`src/rtl/uart_pkg.sv`:
```
// Shared definitions for the buffered UART transmitter: framer state
// encoding, parity mode codes and the word-length clamp helper.
package uart_pkg;

  // Framer states; PARITY is only reachable when parity support is built
  typedef enum logic [2:0] {
    IDLE,
    START,
    DATA,
    PARITY,
    STOP
  } state_e;

  localparam logic [1:0] PAR_NONE = 2'b00;
  localparam logic [1:0] PAR_EVEN = 2'b01;
  localparam logic [1:0] PAR_ODD  = 2'b10;

  localparam int unsigned MIN_BITS = 5;

  // Limits a requested word length to the range MIN_BITS..max_bits
  function automatic logic [4:0] clamp_bits(input logic [3:0] req,
                                            input int unsigned max_bits);
    int unsigned r;
    r = {28'd0, req};
    if (r < MIN_BITS) r = MIN_BITS;
    if (r > max_bits) r = max_bits;
    return r[4:0];
  endfunction

endpackage

```
`src/rtl/uart_tx_fifo_if.sv`:
```
// Register-file facing bundle of the buffered UART transmitter: enqueue
// port, frame configuration and the status/serial outputs.
interface uart_tx_fifo_if #(
  parameter int DATA_WIDTH = 9,
  parameter int FIFO_DEPTH = 32,
  parameter int DIV_WIDTH  = 16
);
  localparam int CNT_W = $clog2(FIFO_DEPTH) + 1;

  logic [DATA_WIDTH-1:0] wr_data;
  logic                  wr_en;
  logic                  flush;
  logic [3:0]            cfg_bits;
  logic [1:0]            cfg_parity;
  logic                  cfg_stop2;
  logic [DIV_WIDTH-1:0]  clk_div;

  logic                  tx;
  logic                  busy;
  logic                  fifo_empty;
  logic                  fifo_full;
  logic [CNT_W-1:0]      fifo_count;
  logic                  overflow;

  modport master (
    output wr_data, wr_en, flush, cfg_bits, cfg_parity, cfg_stop2, clk_div,
    input  tx, busy, fifo_empty, fifo_full, fifo_count, overflow
  );

  modport slave (
    input  wr_data, wr_en, flush, cfg_bits, cfg_parity, cfg_stop2, clk_div,
    output tx, busy, fifo_empty, fifo_full, fifo_count, overflow
  );

endinterface

```
`src/rtl/uart_tx_fifo_sync_fifo.sv`:
```
// Synchronous first-word-fall-through FIFO with occupancy count, flush and
// a sticky overflow flag for writes dropped while full.
module sync_fifo #(
  parameter int DATA_WIDTH = 9,
  parameter int FIFO_DEPTH = 32
) (
  input  logic                            clk,
  input  logic                            rst,
  input  logic                            flush_i,
  input  logic                            wr_en_i,
  input  logic [DATA_WIDTH-1:0]           wr_data_i,
  input  logic                            rd_en_i,
  output logic [DATA_WIDTH-1:0]           rd_data_o,
  output logic [$clog2(FIFO_DEPTH):0]     count_o,
  output logic                            full_o,
  output logic                            empty_o,
  output logic                            overflow_o
);

  localparam int PTR_W = $clog2(FIFO_DEPTH);
  localparam int CNT_W = PTR_W + 1;

  logic [DATA_WIDTH-1:0] mem_q [FIFO_DEPTH];
  logic [PTR_W-1:0]      wr_ptr_q;
  logic [PTR_W-1:0]      rd_ptr_q;
  logic [CNT_W-1:0]      count_q;
  logic [CNT_W-1:0]      count_d;
  logic                  overflow_q;
  logic                  full;
  logic                  empty;
  logic                  do_wr;
  logic                  do_rd;

  // A full FIFO still accepts a write when the head leaves in the same cycle;
  // flush discards everything, including a coincident write
  always_comb begin
    full    = (count_q == CNT_W'(FIFO_DEPTH));
    empty   = (count_q == '0);
    do_rd   = rd_en_i && !empty;
    do_wr   = wr_en_i && (!full || do_rd) && !flush_i;
    count_d = count_q;
    if (flush_i) begin
      count_d = '0;
    end else begin
      case ({do_wr, do_rd})
        2'b10:   count_d = count_q + 1'b1;
        2'b01:   count_d = count_q - 1'b1;
        default: count_d = count_q;
      endcase
    end
  end

  // Storage array; contents need no reset because the count gates reads
  always_ff @(posedge clk) begin
    if (do_wr) mem_q[wr_ptr_q] <= wr_data_i;
  end

  // Pointers and occupancy, cleared by reset or flush
  always_ff @(posedge clk) begin
    if (rst || flush_i) begin
      wr_ptr_q <= '0;
      rd_ptr_q <= '0;
      count_q  <= '0;
    end else begin
      if (do_wr) wr_ptr_q <= wr_ptr_q + 1'b1;
      if (do_rd) rd_ptr_q <= rd_ptr_q + 1'b1;
      count_q <= count_d;
    end
  end

  // Sticky record of a dropped write; only reset clears it
  always_ff @(posedge clk) begin
    if (rst) begin
      overflow_q <= 1'b0;
    end else if (wr_en_i && full && !do_rd && !flush_i) begin
      overflow_q <= 1'b1;
    end
  end

  assign rd_data_o  = mem_q[rd_ptr_q];
  assign count_o    = count_q;
  assign full_o     = full;
  assign empty_o    = empty;
  assign overflow_o = overflow_q;

endmodule

```
`src/rtl/uart_tx_fifo.sv`:
```
// Buffered UART transmitter: a FWFT FIFO feeding a framer that sends
// start, 5..DATA_WIDTH data bits LSB first, optional parity and 1 or 2 stop
// bits. Frame settings are captured when a word is popped, so register
// writes during a frame only affect later frames.
// Build option: define UART_TX_PARITY_EN to include the parity bit logic;
// without it cfg_parity is ignored and all frames are unparitied.
module uart_tx_fifo
  import uart_pkg::*;
#(
  parameter int DATA_WIDTH = 9,
  parameter int FIFO_DEPTH = 32,
  parameter int DIV_WIDTH  = 16
) (
  input logic           clk,
  input logic           rst,
  uart_tx_fifo_if.slave bus
);

  logic [DATA_WIDTH-1:0]         fifo_rd_data;
  logic [$clog2(FIFO_DEPTH):0]   fifo_count;
  logic                          fifo_full;
  logic                          fifo_empty;
  logic                          fifo_overflow;
  logic                          pop;
  logic                          bit_end;
  logic [4:0]                    load_bits;

  state_e                        state_q;
  logic [DATA_WIDTH-1:0]         shift_q;
  logic [4:0]                    bits_q;
  logic [4:0]                    bit_idx_q;
  logic [DIV_WIDTH-1:0]          div_q;
  logic [DIV_WIDTH-1:0]          timer_q;
  logic                          stop2_q;
  logic                          stop_idx_q;
  logic                          tx_q;
  logic                          busy_q;

`ifdef UART_TX_PARITY_EN
  logic [DATA_WIDTH-1:0]         load_mask;
  logic                          par_en_q;
  logic                          par_bit_q;
`else
  logic                          unused_cfg_parity;
  assign unused_cfg_parity = ^bus.cfg_parity;
`endif

  sync_fifo #(
    .DATA_WIDTH (DATA_WIDTH),
    .FIFO_DEPTH (FIFO_DEPTH)
  ) u_fifo (
    .clk        (clk),
    .rst        (rst),
    .flush_i    (bus.flush),
    .wr_en_i    (bus.wr_en),
    .wr_data_i  (bus.wr_data),
    .rd_en_i    (pop),
    .rd_data_o  (fifo_rd_data),
    .count_o    (fifo_count),
    .full_o     (fifo_full),
    .empty_o    (fifo_empty),
    .overflow_o (fifo_overflow)
  );

  // A word is taken either from idle or at the very end of the last stop
  // bit, which lets consecutive frames run with no idle gap
  always_comb begin
    bit_end   = (timer_q == div_q);
    load_bits = clamp_bits(bus.cfg_bits, DATA_WIDTH);
    pop       = !fifo_empty &&
                ((state_q == IDLE) ||
                 (state_q == STOP && bit_end && (stop_idx_q == stop2_q)));
  end

`ifdef UART_TX_PARITY_EN
  // Selects the data bits that will actually be sent, for the parity sum
  always_comb begin
    load_mask = '0;
    for (int i = 0; i < DATA_WIDTH; i++) begin
      load_mask[i] = (i < int'(load_bits));
    end
  end
`endif

  // Framer state machine with registered line and busy outputs
  always_ff @(posedge clk) begin
    if (rst) begin
      state_q    <= IDLE;
      shift_q    <= '0;
      bits_q     <= 5'(MIN_BITS);
      bit_idx_q  <= '0;
      div_q      <= '0;
      timer_q    <= '0;
      stop2_q    <= 1'b0;
      stop_idx_q <= 1'b0;
      tx_q       <= 1'b1;
      busy_q     <= 1'b0;
`ifdef UART_TX_PARITY_EN
      par_en_q   <= 1'b0;
      par_bit_q  <= 1'b0;
`endif
    end else if (pop) begin
      state_q    <= START;
      shift_q    <= fifo_rd_data;
      bits_q     <= load_bits;
      div_q      <= bus.clk_div;
      stop2_q    <= bus.cfg_stop2;
      timer_q    <= '0;
      bit_idx_q  <= '0;
      stop_idx_q <= 1'b0;
      tx_q       <= 1'b0;
      busy_q     <= 1'b1;
`ifdef UART_TX_PARITY_EN
      par_en_q   <= (bus.cfg_parity == PAR_EVEN) || (bus.cfg_parity == PAR_ODD);
      par_bit_q  <= (^(fifo_rd_data & load_mask)) ^ (bus.cfg_parity == PAR_ODD);
`endif
    end else begin
      case (state_q)
        IDLE: begin
          tx_q   <= 1'b1;
          busy_q <= 1'b0;
        end
        START: begin
          if (bit_end) begin
            timer_q   <= '0;
            state_q   <= DATA;
            tx_q      <= shift_q[0];
            shift_q   <= shift_q >> 1;
            bit_idx_q <= '0;
          end else begin
            timer_q <= timer_q + 1'b1;
          end
        end
        DATA: begin
          if (bit_end) begin
            timer_q <= '0;
            if (bit_idx_q == bits_q - 5'd1) begin
`ifdef UART_TX_PARITY_EN
              if (par_en_q) begin
                state_q <= PARITY;
                tx_q    <= par_bit_q;
              end else begin
                state_q    <= STOP;
                tx_q       <= 1'b1;
                stop_idx_q <= 1'b0;
              end
`else
              state_q    <= STOP;
              tx_q       <= 1'b1;
              stop_idx_q <= 1'b0;
`endif
            end else begin
              bit_idx_q <= bit_idx_q + 5'd1;
              tx_q      <= shift_q[0];
              shift_q   <= shift_q >> 1;
            end
          end else begin
            timer_q <= timer_q + 1'b1;
          end
        end
`ifdef UART_TX_PARITY_EN
        PARITY: begin
          if (bit_end) begin
            timer_q    <= '0;
            state_q    <= STOP;
            tx_q       <= 1'b1;
            stop_idx_q <= 1'b0;
          end else begin
            timer_q <= timer_q + 1'b1;
          end
        end
`endif
        STOP: begin
          if (bit_end) begin
            timer_q <= '0;
            if (stop_idx_q != stop2_q) begin
              stop_idx_q <= 1'b1;
            end else begin
              state_q <= IDLE;
              busy_q  <= 1'b0;
            end
          end else begin
            timer_q <= timer_q + 1'b1;
          end
        end
        default: begin
          state_q <= IDLE;
          tx_q    <= 1'b1;
          busy_q  <= 1'b0;
        end
      endcase
    end
  end

  assign bus.tx         = tx_q;
  assign bus.busy       = busy_q;
  assign bus.fifo_empty = fifo_empty;
  assign bus.fifo_full  = fifo_full;
  assign bus.fifo_count = fifo_count;
  assign bus.overflow   = fifo_overflow;

endmodule

```
`src/flat_wrapper.sv`:
```
// flat-port wrapper written by rule: the top's interface ports become plain ports
module uart_tx_fifo_flat import uart_pkg::*;
#(
  parameter int DATA_WIDTH = 9,
  parameter int FIFO_DEPTH = 32,
  parameter int DIV_WIDTH  = 16
)
  (clk, rst, bus_wr_data, bus_wr_en, bus_flush, bus_cfg_bits, bus_cfg_parity, bus_cfg_stop2, bus_clk_div, bus_tx, bus_busy, bus_fifo_empty, bus_fifo_full, bus_fifo_count, bus_overflow);
  uart_tx_fifo_if #(.DATA_WIDTH(DATA_WIDTH), .FIFO_DEPTH(FIFO_DEPTH), .DIV_WIDTH(DIV_WIDTH)) bus_i ();
  input logic clk;
  input logic rst;
  input wire logic [$bits(bus_i.wr_data)-1:0] bus_wr_data;
  input wire logic [$bits(bus_i.wr_en)-1:0] bus_wr_en;
  input wire logic [$bits(bus_i.flush)-1:0] bus_flush;
  input wire logic [$bits(bus_i.cfg_bits)-1:0] bus_cfg_bits;
  input wire logic [$bits(bus_i.cfg_parity)-1:0] bus_cfg_parity;
  input wire logic [$bits(bus_i.cfg_stop2)-1:0] bus_cfg_stop2;
  input wire logic [$bits(bus_i.clk_div)-1:0] bus_clk_div;
  output wire logic [$bits(bus_i.tx)-1:0] bus_tx;
  output wire logic [$bits(bus_i.busy)-1:0] bus_busy;
  output wire logic [$bits(bus_i.fifo_empty)-1:0] bus_fifo_empty;
  output wire logic [$bits(bus_i.fifo_full)-1:0] bus_fifo_full;
  output wire logic [$bits(bus_i.fifo_count)-1:0] bus_fifo_count;
  output wire logic [$bits(bus_i.overflow)-1:0] bus_overflow;
  assign bus_i.wr_data = bus_wr_data;
  assign bus_i.wr_en = bus_wr_en;
  assign bus_i.flush = bus_flush;
  assign bus_i.cfg_bits = bus_cfg_bits;
  assign bus_i.cfg_parity = bus_cfg_parity;
  assign bus_i.cfg_stop2 = bus_cfg_stop2;
  assign bus_i.clk_div = bus_clk_div;
  assign bus_tx = bus_i.tx;
  assign bus_busy = bus_i.busy;
  assign bus_fifo_empty = bus_i.fifo_empty;
  assign bus_fifo_full = bus_i.fifo_full;
  assign bus_fifo_count = bus_i.fifo_count;
  assign bus_overflow = bus_i.overflow;
  uart_tx_fifo #(.DATA_WIDTH(DATA_WIDTH), .FIFO_DEPTH(FIFO_DEPTH), .DIV_WIDTH(DIV_WIDTH)) u_core (.clk(clk), .rst(rst), .bus(bus_i));
endmodule
```
`config.mk`:
```
export PLATFORM = sky130hd
export DESIGN_NAME = uart_tx_fifo_flat
export DESIGN_NICKNAME = d
export VERILOG_FILES = /design/src/rtl/uart_pkg.sv /design/src/rtl/uart_tx_fifo_if.sv /design/src/rtl/uart_tx_fifo_sync_fifo.sv /design/src/rtl/uart_tx_fifo.sv /design/src/flat_wrapper.sv
export SDC_FILE = /design/constraint.sdc
export NUM_CORES = 1
export LEC_CHECK = 0
export ABC_AREA = 1
export BUFFER_PORTS_ARGS = -buffer_cell sky130_fd_sc_hd__clkbuf_2
export CAP_MARGIN = 15
export CORE_MARGIN = 3
export CORE_UTILIZATION = 49
export DETAILED_ROUTE_END_ITERATION = 10
export PLACE_DENSITY = 0.65
export SYNTH_ARGS = -nofsm -noshare
export SYNTH_HDL_FRONTEND = slang
export SYNTH_SLANG_ARGS = --single-unit
```
`constraint.sdc`:
```
create_clock -name clk -period 3.6 [get_ports clk]
set_input_delay 1.08 -clock clk [delete_from_list [all_inputs] [get_ports clk]]
set_output_delay 1.08 -clock clk [all_outputs]
set_load 0.005 [all_outputs]
```
# ---- Yosys cells after proc, flatten, opt, wreduce, memory -nomap -nowiden
# Memories as Yosys holds them, arrays and structs flattened. A register that Yosys moved wholly into a read port is not among the register bits.
# Index checks and enable logic that the tools add are counted.
dict set report totals {
  reg_bits 75
  ram_bits 288
  in_bits 36
  out_inout_bits 11
  elab_cells 123
  n_memories 1
}
# memory depth width read_ports rd_ports_with_merged_regs wr line
set memory_table {}
lappend memory_table {u_core.u_fifo.mem_q 32 9 1 1 1 uart_tx_fifo_sync_fifo.sv:23} ;# logic [DATA_WIDTH-1:0] mem_q [FIFO_DEPTH];
dict set report classes {
  n_addsub 7
  order_cmp 2
  n_eq_ne 26
  muxes 38
  bitwise_logic 1
  n_reduce_logical 33
}
# op n
set op_table {}
lappend op_table {{$mux W9} 4}
lappend op_table {{$mux W5} 6}
lappend op_table {{$pmux W9 S2} 1}
lappend op_table {{$add A16 B1 Y16 const B} 1}
lappend op_table {{$eq A16 B16 Y1} 1}
lappend op_table {{$mux W16} 1}
lappend op_table {{$add A5 B1 Y5 const B} 3}
lappend op_table {{$mux W3} 5}
lappend op_table {{$mux W1} 14}
lappend op_table {{$ne A3 B2 Y1 const B} 4}
lappend op_table {{$pmux W3 S4} 1}
lappend op_table {{$pmux W6 S2} 1}
lappend op_table {{$reduce_and A6 Y1} 2}
lappend op_table {{$ne A2 B1 Y1 const B} 5}
lappend op_table {{$ne A2 B2 Y1 const B} 5}
lappend op_table {{$pmux W5 S2} 1}
lappend op_table {{$logic_and A1 B1 Y1} 9}
lappend op_table {{$reduce_and A4 Y1} 2}
lappend op_table {{$add A6 B1 Y6 const B} 1}
lappend op_table {{$eq A6 B6 Y1 const B} 1}
lappend op_table {{$logic_not A6 Y1} 1}
lappend op_table {{$ne A3 B3 Y1 const B} 2}
lappend op_table {{$reduce_and A3 Y1} 2}
lappend op_table {{$reduce_bool A2 Y1} 3}
lappend op_table {{other kinds (23)} 31}

# ---- Longest topological paths before layout
# Gate-level depths: netlist (run 1).
dict set report depth {
  depth_word 11
  ltp_mapped 22
  depth_no_buf 20
}

# ---- Cells and area by module
# From an unflattened synthesis (run 1), not the netlist that was laid out.
dict set report hier_totals {
  cells_unflattened 1666
  area_unflattened_um2 16219.3
}
# mod n_inst cells_each area_per_inst_um2 seq_area_each_um2
set by_module_without_submodules {}
lappend by_module_without_submodules {sync_fifo 1 1157 12976.2 9088.7}
lappend by_module_without_submodules {uart_tx_fifo 1 509 3243.1 1141.1}

# ---- Worst setup path after synthesis (run 1)
# No wires, ideal clock.
dict set report synth_path {
  kind {input port to flip-flop}
  start {input port bus_wr_en}
  end {register u_core.u_fifo.count_q[5], in the netlist u_core.u_fifo.count_o[5]}
  setup_time_ps 70
  arrival_time_ps 2897
  required_time_ps 3530
  path_slack_ps 632
  path_stages 13
  n_path_buf 0
  path_cell_list {inv_1 > nor2_1 > nand2_4 > ha_1 > ha_1 > a21oi_1 > nand2_1 > nand2_1 > nand2_1 > a21oi_1 > xnor2_1 > nand2_1 > a21oi_1}
}
dict set report synth_between {
  elab_chain_cells 4
  elab_cells_between_ends 6
  cone_classes {eq/ne (2); mux (1); reduce/logical (3)}
}
# element line
set synth_lines {}
lappend synth_lines {{start, declared} flat_wrapper.sv:13} ;# input wire logic [$bits(bus_i.wr_en)-1:0] bus_wr_en;
lappend synth_lines {{$logic_and A1 B1 Y1 (*) (2 in series)} uart_tx_fifo_sync_fifo.sv:40} ;# do_wr = wr_en_i && (!full || do_rd) && !flush_i;
lappend synth_lines {{$eq A2 B1 Y1 / $eq A2 B2 Y1 (equally long branches)} uart_tx_fifo_sync_fifo.sv:45} ;# case ({do_wr, do_rd})
lappend synth_lines {{$pmux W6 S2 / $reduce_bool A2 Y1 (equally long branches)} n/a}
lappend synth_lines {{end signal, assigned} uart_tx_fifo_sync_fifo.sv:67} ;# count_q <= count_d;
lappend synth_lines {{end, declared} uart_tx_fifo_sync_fifo.sv:26} ;# logic [CNT_W-1:0] count_q;
# Mark *: on every way between the ends. The rest lies on a longest branch, timed or not.
# A chain may end at the register's enable or synchronous reset.

# ---- Worst setup path in the final report (run 1)
dict set report layout_path {
  start {register u_core.timer_q[9]}
  end {register u_core.u_fifo.count_q[5], in the netlist u_core.u_fifo.count_o[5]}
}
dict set report layout_between {
  elab_chain_cells 11
  elab_cells_between_ends 13
  cone_classes {eq/ne (3); mux (1); reduce/logical (9)}
}
# element line
set layout_lines {}
lappend layout_lines {{start, declared} uart_tx_fifo.sv:33} ;# logic [DIV_WIDTH-1:0] timer_q;
lappend layout_lines {{start signal, assigned} uart_tx_fifo.sv:131} ;# timer_q <= timer_q + 1'b1;
lappend layout_lines {{start signal, assigned} uart_tx_fifo.sv:158} ;# timer_q <= timer_q + 1'b1;
lappend layout_lines {{start signal, assigned} uart_tx_fifo.sv:183} ;# timer_q <= timer_q + 1'b1;
lappend layout_lines {{$eq A16 B16 Y1 (*)} uart_tx_fifo.sv:68} ;# bit_end = (timer_q == div_q);
lappend layout_lines {{$logic_and A1 B1 Y1 (*) (2 in series)} uart_tx_fifo.sv:72} ;# (state_q == STOP && bit_end && (stop_idx_q == stop2_q)));
lappend layout_lines {{$logic_or A1 B1 Y1 (*)} uart_tx_fifo.sv:71} ;# ((state_q == IDLE) ||
lappend layout_lines {{$logic_and A1 B1 Y1 (*)} uart_tx_fifo.sv:70} ;# pop = !fifo_empty &&
lappend layout_lines {{$logic_and A1 B1 Y1 (*)} uart_tx_fifo_sync_fifo.sv:39} ;# do_rd = rd_en_i && !empty;
lappend layout_lines {{$logic_or A1 B1 Y1} uart_tx_fifo_sync_fifo.sv:40}
lappend layout_lines {{$logic_and A1 B1 Y1 (2 in series)} uart_tx_fifo_sync_fifo.sv:40}
lappend layout_lines {{$eq A2 B1 Y1 / $eq A2 B2 Y1 (equally long branches)} uart_tx_fifo_sync_fifo.sv:45}
lappend layout_lines {{$pmux W6 S2 / $reduce_bool A2 Y1 (equally long branches)} n/a}
# Marked as above.

==> run summary, run 1 <==
Status: complete, no violations
Layout cell share with drive strength beyond 1: 10.5%
Worst slew margin: 36.2%
Worst Reg-to-Reg Cells: 20
Syn avg cell area: 9.72 µm²
Worst hold path depth: 2
Synth top area cells: edfxtp_1 54%, nand2_1 12%, dfxtp_1 9.9%
Grt total ovfl: 0
Syn nets: 1697
Hold slack: 0.460 ns
Crit-path leading delay family: simple AND/OR/NAND/NOR gates
Post-synth cell types: 39
Ports: 47
Hold Crit Class: reg2reg
Post-Route Skew: 0.0204 ns
Die width: 187 µm
Flop2flop setup slack: 0.43 ns
Post-CTS resize count: 0
Slowest-stage cell, CP: dfxtp_1
Hold Path End: u_core.shift_q[8]$_SDFFE_PP0P_
Max VDD drop: 0.000513 V
Num CTS Buffers: 40
Ant diodes: 0
Commonest non-fill, non-tap cell in the layout: nand2_1
First-pass GRT wire length: 59.4 mm
Buffer count from post-CTS setup fixing: 0
Htree depth: 2
Final ANT Viol Nets: 0
Met3 Usage GRT: 2.61%
Synth-to-layout area growth: 13.4%
Worst path cell trace: inv_1 > nand2_1 > nand2_1 > nor2_1 > nand2_1 > nor2_4 > nand3_4 > nand2_4 > nand2_4 > inv_6 > ha_1 > ha_1 > a21oi_1 > nand2_1 > nand2_1 > nand2_1 > a21oi_1 > xnor2_1 > nand2_1 > a21oi_1
Sw frac: 34.0%
Die ar.: 0.0349 mm²
DR WL/cell: 17.1 µm
Final setup vio count: 0
Final nets: 1747
DR vias/cell: 5.29
R2R Path End: u_core.u_fifo.count_o[5]$_SDFFE_PP0P_
Netlist Area Pre-Place: 0.0160 mm²
Crit end category: register
CP startpoint kind: register
Final min period: 3.17 ns
Met1 usage: 28.7%
Slew @ Worst Pin: 0.953 ns
Tot Pwr: 12800 µW
Slowest stage delay, CP: 0.48 ns
Gp weighted congestion: 0.879
Clock tree buffer depth: 3
WP data required: 4.05 ns
CP Buf/Inv Count: 2
Sequential area share after synthesis: 63.9%
Cell taking the most area after synthesis: edfxtp_1
P_sw: 4340 µW
Crit path DAT: 3.62 ns
All-Layer GR Usage: 21.2%
Core footprint: 0.0319 mm²
Max Cap Viol: 0
Pins Over Slew Limit: 0
CTS tree: done
Leak Pwr: 0.00688 µW
CP startpoint: u_core.timer_q[9]$_SDFFE_PP0P_
Layout Cells excl Fill: 2163
CTS Sinks: 367
Sequential cell fraction of total power: 38.2%
Number of port buffers: 44
Asr flop ratio synth: 0%
Vias in the first global route: 10993
Layer with the highest usage: met2
Post-synth EDFFs: 288
DRT iter0 DRCs: 970
Pwr Density: 703 mW/mm²
Reg2reg start: u_core.timer_q[9]$_SDFFE_PP0P_
HP Start: u_core.shift_q[8]$_SDFFE_PP0P_
Starting Density: 50.2%
Synth Instances: 1647
Root Driver: clkbuf_16
Top FF cell, synth: edfxtp_1
Most frequent CP cell: nand2_1
Max frequency: 316 MHz
Synth top area share: 54.0%
Synth warn: 0
DRC Markers: 0
CTS Hold Bufs: 0
Worst Path Max Fanout: 28
Synth Register Bits: 367
DP HPWL: 22.4 mm
Combinational Power Share: 28.4%
Placed cell count: 2090
Fin Setup TNS: 0 ns
Initial antenna violation count: 0
Row count: 65
Clock Power Share: 33.4%
Vias after detailed routing: 11447
Clock input transition at the sequential cells of the worst setup and hold paths: 0.05 ns
First-pass DRT Iterations: 5
Total Wirelength: 36.9 mm
Crit Path Category: reg2reg
Largest net degree at the start of global routing: 145
Worst skew pair latency: 0.54 ns
Most frequent cells in the layout: 514 x nand2_1, 291 x nand3_1, 288 x edfxtp_1, 127 x nor2_1, 77 x dfxtp_1
Tcrit/Tclk final: 88.0%
Setup repair after global routing missed its margin: no
Internal: 8430 µW
Die Height: 187 µm
Fin. Hold Viols: 0
Met2 Use GR: 36.2%
## kinds of logic after synthesis
group	after synthesis	share of synthesized area, %
AO/OA/AOI/OAI	93	3.14
XOR/XNOR	24	1.31
AND/OR/NAND/NOR	980	26.1
adder cells (fa/ha/maj)	14	1.14
flip-flops	367	63.9
buffers and inverters	169	4.44
## worst max path at each step
stage | to | slack, ns | cells after the start
6_report | u_core.u_fifo.count_o[5]$_SDFFE_PP0P_ | 0.43 | 20
5_1_grt | u_core.u_fifo.count_o[5]$_SDFFE_PP0P_ | 0.14 | 20
4_1_cts | u_core.u_fifo.count_o[5]$_SDFFE_PP0P_ | 0.40 | 20
3_5_place_dp | u_core.u_fifo.count_o[5]$_SDFFE_PP0P_ | 0.42 | 20
3_3_place_gp | u_core.u_fifo.count_o[5]$_SDFFE_PP0P_ | 0.53 | 20
2_1_floorplan | u_core.u_fifo.count_o[5]$_SDFFE_PP0P_ | 0.63 | 13
## routing by layer
metal / up-vias / wire length [µm]
met3: 63 / 2050
met1: 5378 / 16100
met4: 0 / 923
met2: 327 / 17900
met5: - / 0
li1: 5679 / -
## tightest hold or removal path, stage by stage, from the launching register on
cell and delay (ns):
dfxtp_1 0.31, nand2_1 0.06, o21ai_1 0.05
## layout make-up
type	count	area (µm²)
Multi-Input combinational cell	1111	5070
Fill cell	2758	13700
Sequential cell	367	10200
Timing Repair Buffer	89	596
Clock inverter	26	322
Tap cell	435	544
Clock buffer	47	1050
Inverter	88	339
## synthesized netlist by cell type (all sizes together) (2+ instances only)
master / instances
clkbuf: 37
ha: 13
buf: 44
dfxtp: 79
a21boi: 7
nand3: 293
xor2: 19
a21oi: 43
nor3: 19
edfxtp: 288
clkinv: 4
nand2: 523
o21ai: 39
nand4: 10
nand3b: 2
inv: 84
o211ai: 2
nor2: 131
xnor2: 5
## sequential cells by signal, summed over array words and instances (netlist names), named ones only
name,cells
u_core.u_fifo.mem_q,288
u_core.div_q,16
u_core.timer_q,16
u_core.shift_q,9
u_core.u_fifo.count_o,6
u_core.bit_idx_q,5
u_core.u_fifo.rd_ptr_q,5
u_core.u_fifo.wr_ptr_q,5
u_core.bits_q,4
u_core.state_q,3
u_core.bus.busy,1
u_core.bus.tx,1
u_core.stop2_q,1
u_core.stop_idx_q,1
u_core.u_fifo.overflow_o,1
## power groups by stage
stage          clock, µW  sequential, µW  combinational (µW)
6_report            4270            4880                3620
5_1_grt             4520            4910                4100
4_1_cts             4350            4880                3650
3_5_place_dp           0            4970                3620
3_3_place_gp           0            4960                3550
2_1_floorplan          0            4930                2710
## through the flow
stage | worst slack, ns | instance area (µm²) | util, %
floorplan | 0.632 | 16000 | -
global placement | 0.530 | 16800 | 52.7
detailed placement | 0.417 | 16800 | 52.7
CTS | 0.403 | 18200 | 57.0
global route | 0.140 | 18200 | 57.0
finish | 0.431 | 18200 | 57.0
Power figures use the tool's default switching activity.
==> run 2, diff against run 1 <==
Settings changed: ABC_AREA 1 to not set, SKIP_LAST_GASP set to 1.
==> run 2 against run 1 <==
  * Die area down 7.3%
  * Register-to-register slack worse by 0.21 ns
  * Hold slack better by 0.028 ns
  * Non-clock buffer count up 6
  * Sequential share of layout area up 4.1 points
  * First-iteration DRC count down 38%
  * Largest cell class unchanged
  * Critical path depth down 7
==> run summary, run 2 <==
Status: complete, no violations (unchanged)
Final min period: 3.38 ns (was 3.17 ns)
Final nets: 1051 (was 1747)
Fillers: 2245 (was 2758)
Hold slack: 0.487 ns (was 0.460 ns)
Internal: 8020 µW (was 8430 µW)
Starting Density: 50.6% (was 50.2%)
Synth Instances: 911 (was 1647)
Slowest stage delay, CP: 0.57 ns (was 0.48 ns)
First-pass DRT Iterations: 5 (unchanged)
Crit path DAT: 3.78 ns (was 3.62 ns)
First-pass GRT wire length: 46.8 mm (was 59.4 mm)
Number of port buffers: 44 (unchanged)
DR WL/cell: 21.1 µm (was 17.1 µm)
DP HPWL: 19.3 mm (was 22.4 mm)
Initial antenna violation count: 0 (unchanged)
Layout cell share with drive strength beyond 1: 23.7% (was 10.5%)
Syn nets: 961 (was 1697)
Tcrit/Tclk final: 93.8% (was 88.0%)
Setup repair after global routing missed its margin: no (unchanged)
Crit Path Category: reg2reg (unchanged)
Finished Core Util: 57.8% (was 57.0%)
Max VDD drop: 0.000465 V (was 0.000513 V)
Largest net degree at the start of global routing: 52 (was 145)
Final setup margin: 0.222 ns (was 0.431 ns)
Die width: 180 µm (was 187 µm)
Sequential area share after synthesis: 69.1% (was 63.9%)
Ports: 47 (unchanged)
Flip-flop and latch area: 0.0102 mm² (unchanged)
Core footprint: 0.0292 mm² (was 0.0319 mm²)
Slowest-stage cell, CP: or4_1 (was dfxtp_1)
Vias after detailed routing: 7988 (was 11447)
Gp weighted congestion: 0.835 (was 0.879)
Sequential cell fraction of total power: 44.7% (was 38.2%)
Fin. Hold Viols: 0 (unchanged)
Synth top area cells: edfxtp_1 58%, mux4_2 11%, dfxtp_1 11% (was edfxtp_1 54%, nand2_1 12%, dfxtp_1 9.9%)
CTS Hold Bufs: 0 (unchanged)
Top FF cell, synth: edfxtp_1 (unchanged)
Die Height: 180 µm (was 187 µm)
Die ar.: 0.0323 mm² (was 0.0349 mm²)
Buffer count from post-CTS setup fixing: 0 (unchanged)
Ant diodes: 0 (unchanged)
Worst slew margin: 32.7% (was 36.2%)
All-Layer GR Usage: 18.5% (was 21.2%)
Combinational Power Share: 20.0% (was 28.4%)
Worst path cell trace: or4_1 > or3b_1 > o21ai_0 > o21ai_2 > inv_1 > ha_1 > ha_1 > a21o_1 > a21o_1 > a21o_1 > a311oi_1 > xor2_1 > nor2_1 (was inv_1 > nand2_1 > nand2_1 > nor2_1 > nand2_1 > nor2_4 > nand3_4 > nand2_4 > nand2_4 > inv_6 > ha_1 > ha_1 > a21oi_1 > nand2_1 > nand2_1 > nand2_1 > a21oi_1 > xnor2_1 > nand2_1 > a21oi_1)
Pins Over Slew Limit: 0 (unchanged)
CP startpoint kind: register (unchanged)
Number of flip-flops in the largest register: 288 (unchanged)
Pre-CTS WS: 0.137 ns (was 0.417 ns)
Top flop regs: u_core.u_fifo.mem_q: 288 flops, u_core.div_q: 16 flops, u_core.timer_q: 16 flops (unchanged)
DRC Markers: 0 (unchanged)
Hold Crit Class: reg2reg (unchanged)
Top reg by flops: u_core.u_fifo.mem_q (unchanged)
Vias in the first global route: 8109 (was 10993)
Pwr Density: 649 mW/mm² (was 703 mW/mm²)
Grt total ovfl: 0 (unchanged)
Root Driver: clkbuf_16 (unchanged)
Synth top area share: 58.4% (was 54.0%)
Asr flop ratio synth: 0% (unchanged)
Area of the multi-input gates: 0.00428 mm² (was 0.00507 mm²)
Commonest non-fill, non-tap cell in the layout: edfxtp_1 (was nand2_1)
Placed Area: 0.0157 mm² (was 0.0168 mm²)
Htree depth: 2 (unchanged)
Row count: 62 (was 65)
Max Cap Viol: 0 (unchanged)
Synth Register Bits: 367 (unchanged)
P_sw: 2950 µW (was 4340 µW)
Leak Pwr: 0.00584 µW (was 0.00688 µW)
DRT iter0 DRCs: 605 (was 970)
Post-synth EDFFs: 288 (unchanged)
Most numerous cell in the Yosys netlist: edfxtp_1 (was nand2_1)
Netlist Area Pre-Place: 0.0148 mm² (was 0.0160 mm²)
Clock tree buffer depth: 3 (unchanged)
Sw frac: 26.9% (was 34.0%)
Crit-path leading delay family: compound AO/OA/AOI/OAI gates (was simple AND/OR/NAND/NOR gates)
Most frequent cells in the layout: 288 x edfxtp_1, 98 x nor2_1, 77 x dfxtp_1, 74 x mux4_2, 51 x buf_4 (was 514 x nand2_1, 291 x nand3_1, 288 x edfxtp_1, 127 x nor2_1, 77 x dfxtp_1)
Final ANT Viol Nets: 0 (unchanged)
Cell taking the most area after synthesis: edfxtp_1 (unchanged)
WP data required: 4.00 ns (was 4.05 ns)
CTS tree: done (unchanged)
Syn avg cell area: 16.2 µm² (was 9.72 µm²)
Num CTS Buffers: 39 (was 40)
Slew @ Worst Pin: 1.00 ns (was 0.953 ns)
Total Wirelength: 29.8 mm (was 36.9 mm)
Most frequent CP cell: a21o_1 (was nand2_1)
Crit end category: register (unchanged)
Synth warn: 0 (unchanged)
Worst Path Max Fanout: 4 (was 28)
Clock input transition at the sequential cells of the worst setup and hold paths: 0.06 ns (was 0.05 ns)
Fin Setup TNS: 0 ns (unchanged)
Commonest cells post-synth: 288 x edfxtp_1, 98 x nor2_1, 79 x dfxtp_1 (was 514 x nand2_1, 291 x nand3_1, 288 x edfxtp_1)
DR vias/cell: 5.65 (was 5.29)
Post-CTS resize count: 0 (unchanged)
CP Buf/Inv Count: 1 (was 2)
Post-synth cell types: 65 (was 39)
Post-route cell area: 0.0169 mm² (was 0.0182 mm²)
CTS Sinks: 367 (unchanged)
Worst skew pair latency: 0.53 ns (was 0.54 ns)
Max frequency: 296 MHz (was 316 MHz)
Final setup vio count: 0 (unchanged)
Synth-to-layout area growth: 14.3% (was 13.4%)
Clock Power Share: 35.2% (was 33.4%)
Post-Route Skew: 0.0183 ns (was 0.0204 ns)
## run 2: cell type report
type                    count  area share, %
flip-flops and latches    367           60.5
inverters                  18          0.399
clock inverters            22           1.21
clock buffers              48           6.15
well taps                 384           2.84
repair buffers             95           3.57
multi-input cells         480           25.3
## run 2: power by group through the flow
stage          Combinational (µW)  Sequential [µW]  Clock, µW
2_1_floorplan                1740             4910          0
3_3_place_gp                 2190             5000          0
3_5_place_dp                 2220             5010          0
4_1_cts                      2230             4920       3960
5_1_grt                      2410             4940       4140
6_report                     2200             4910       3870
## run 2: cell families after synthesis
group                      after synthesis  synth area share, %
muxes                                  106                 13.4
DFF                                    367                 69.1
adders and majority gates               14                 1.23
AOI/OAI and AO/OA                      109                 4.79
and+or+nand+nor                        207                 6.88
buffers and inverters                   64                 1.94
xor gates and xnor gates                44                 2.60
## run 2: worst paths after layout
check | start | end | slack (ns) | depth (start not counted)
max | u_core.u_fifo.count_o[0]$_SDFFE_PP0P_ | u_core.u_fifo.count_o[5]$_SDFFE_PP0P_ | 0.22 | 13
min | u_core.bus.busy$_SDFFE_PP0P_ | u_core.bus.busy$_SDFFE_PP0P_ | 0.49 | 2
max reg2reg | u_core.u_fifo.count_o[0]$_SDFFE_PP0P_ | u_core.u_fifo.count_o[5]$_SDFFE_PP0P_ | 0.22 | 13
min reg2reg | u_core.bus.busy$_SDFFE_PP0P_ | u_core.bus.busy$_SDFFE_PP0P_ | 0.49 | 2
## run 2: worst reg2reg max path: stages, from the launching register on
cell and delay [ns]:
dfxtp_1 0.30, or4_1 0.57, or3b_1 0.42, o21ai_0 0.21, o21ai_2 0.09, inv_1 0.06
ha_1 0.23, ha_1 0.26, a21o_1 0.18, a21o_1 0.21, a21o_1 0.18, a311oi_1 0.33
xor2_1 0.18, nor2_1 0.05
## run 2: layer usage
metal	vias up	GRT usage [%]	wire, µm
li1	3736	-	-
met4	0	5.97	795
met3	56	4.35	1660
met5	-	0	0
met2	202	29.6	14300
met1	3994	25.5	13100
## run 2: metrics by stage
step / power (µW) / cells
2_1_floorplan: 6650 / 911
3_3_place_gp: 7200 / 1344
3_5_place_dp: 7230 / 1344
4_1_cts: 11100 / 1414
5_1_grt: 11500 / 1414
6_report: 11000 / 1414
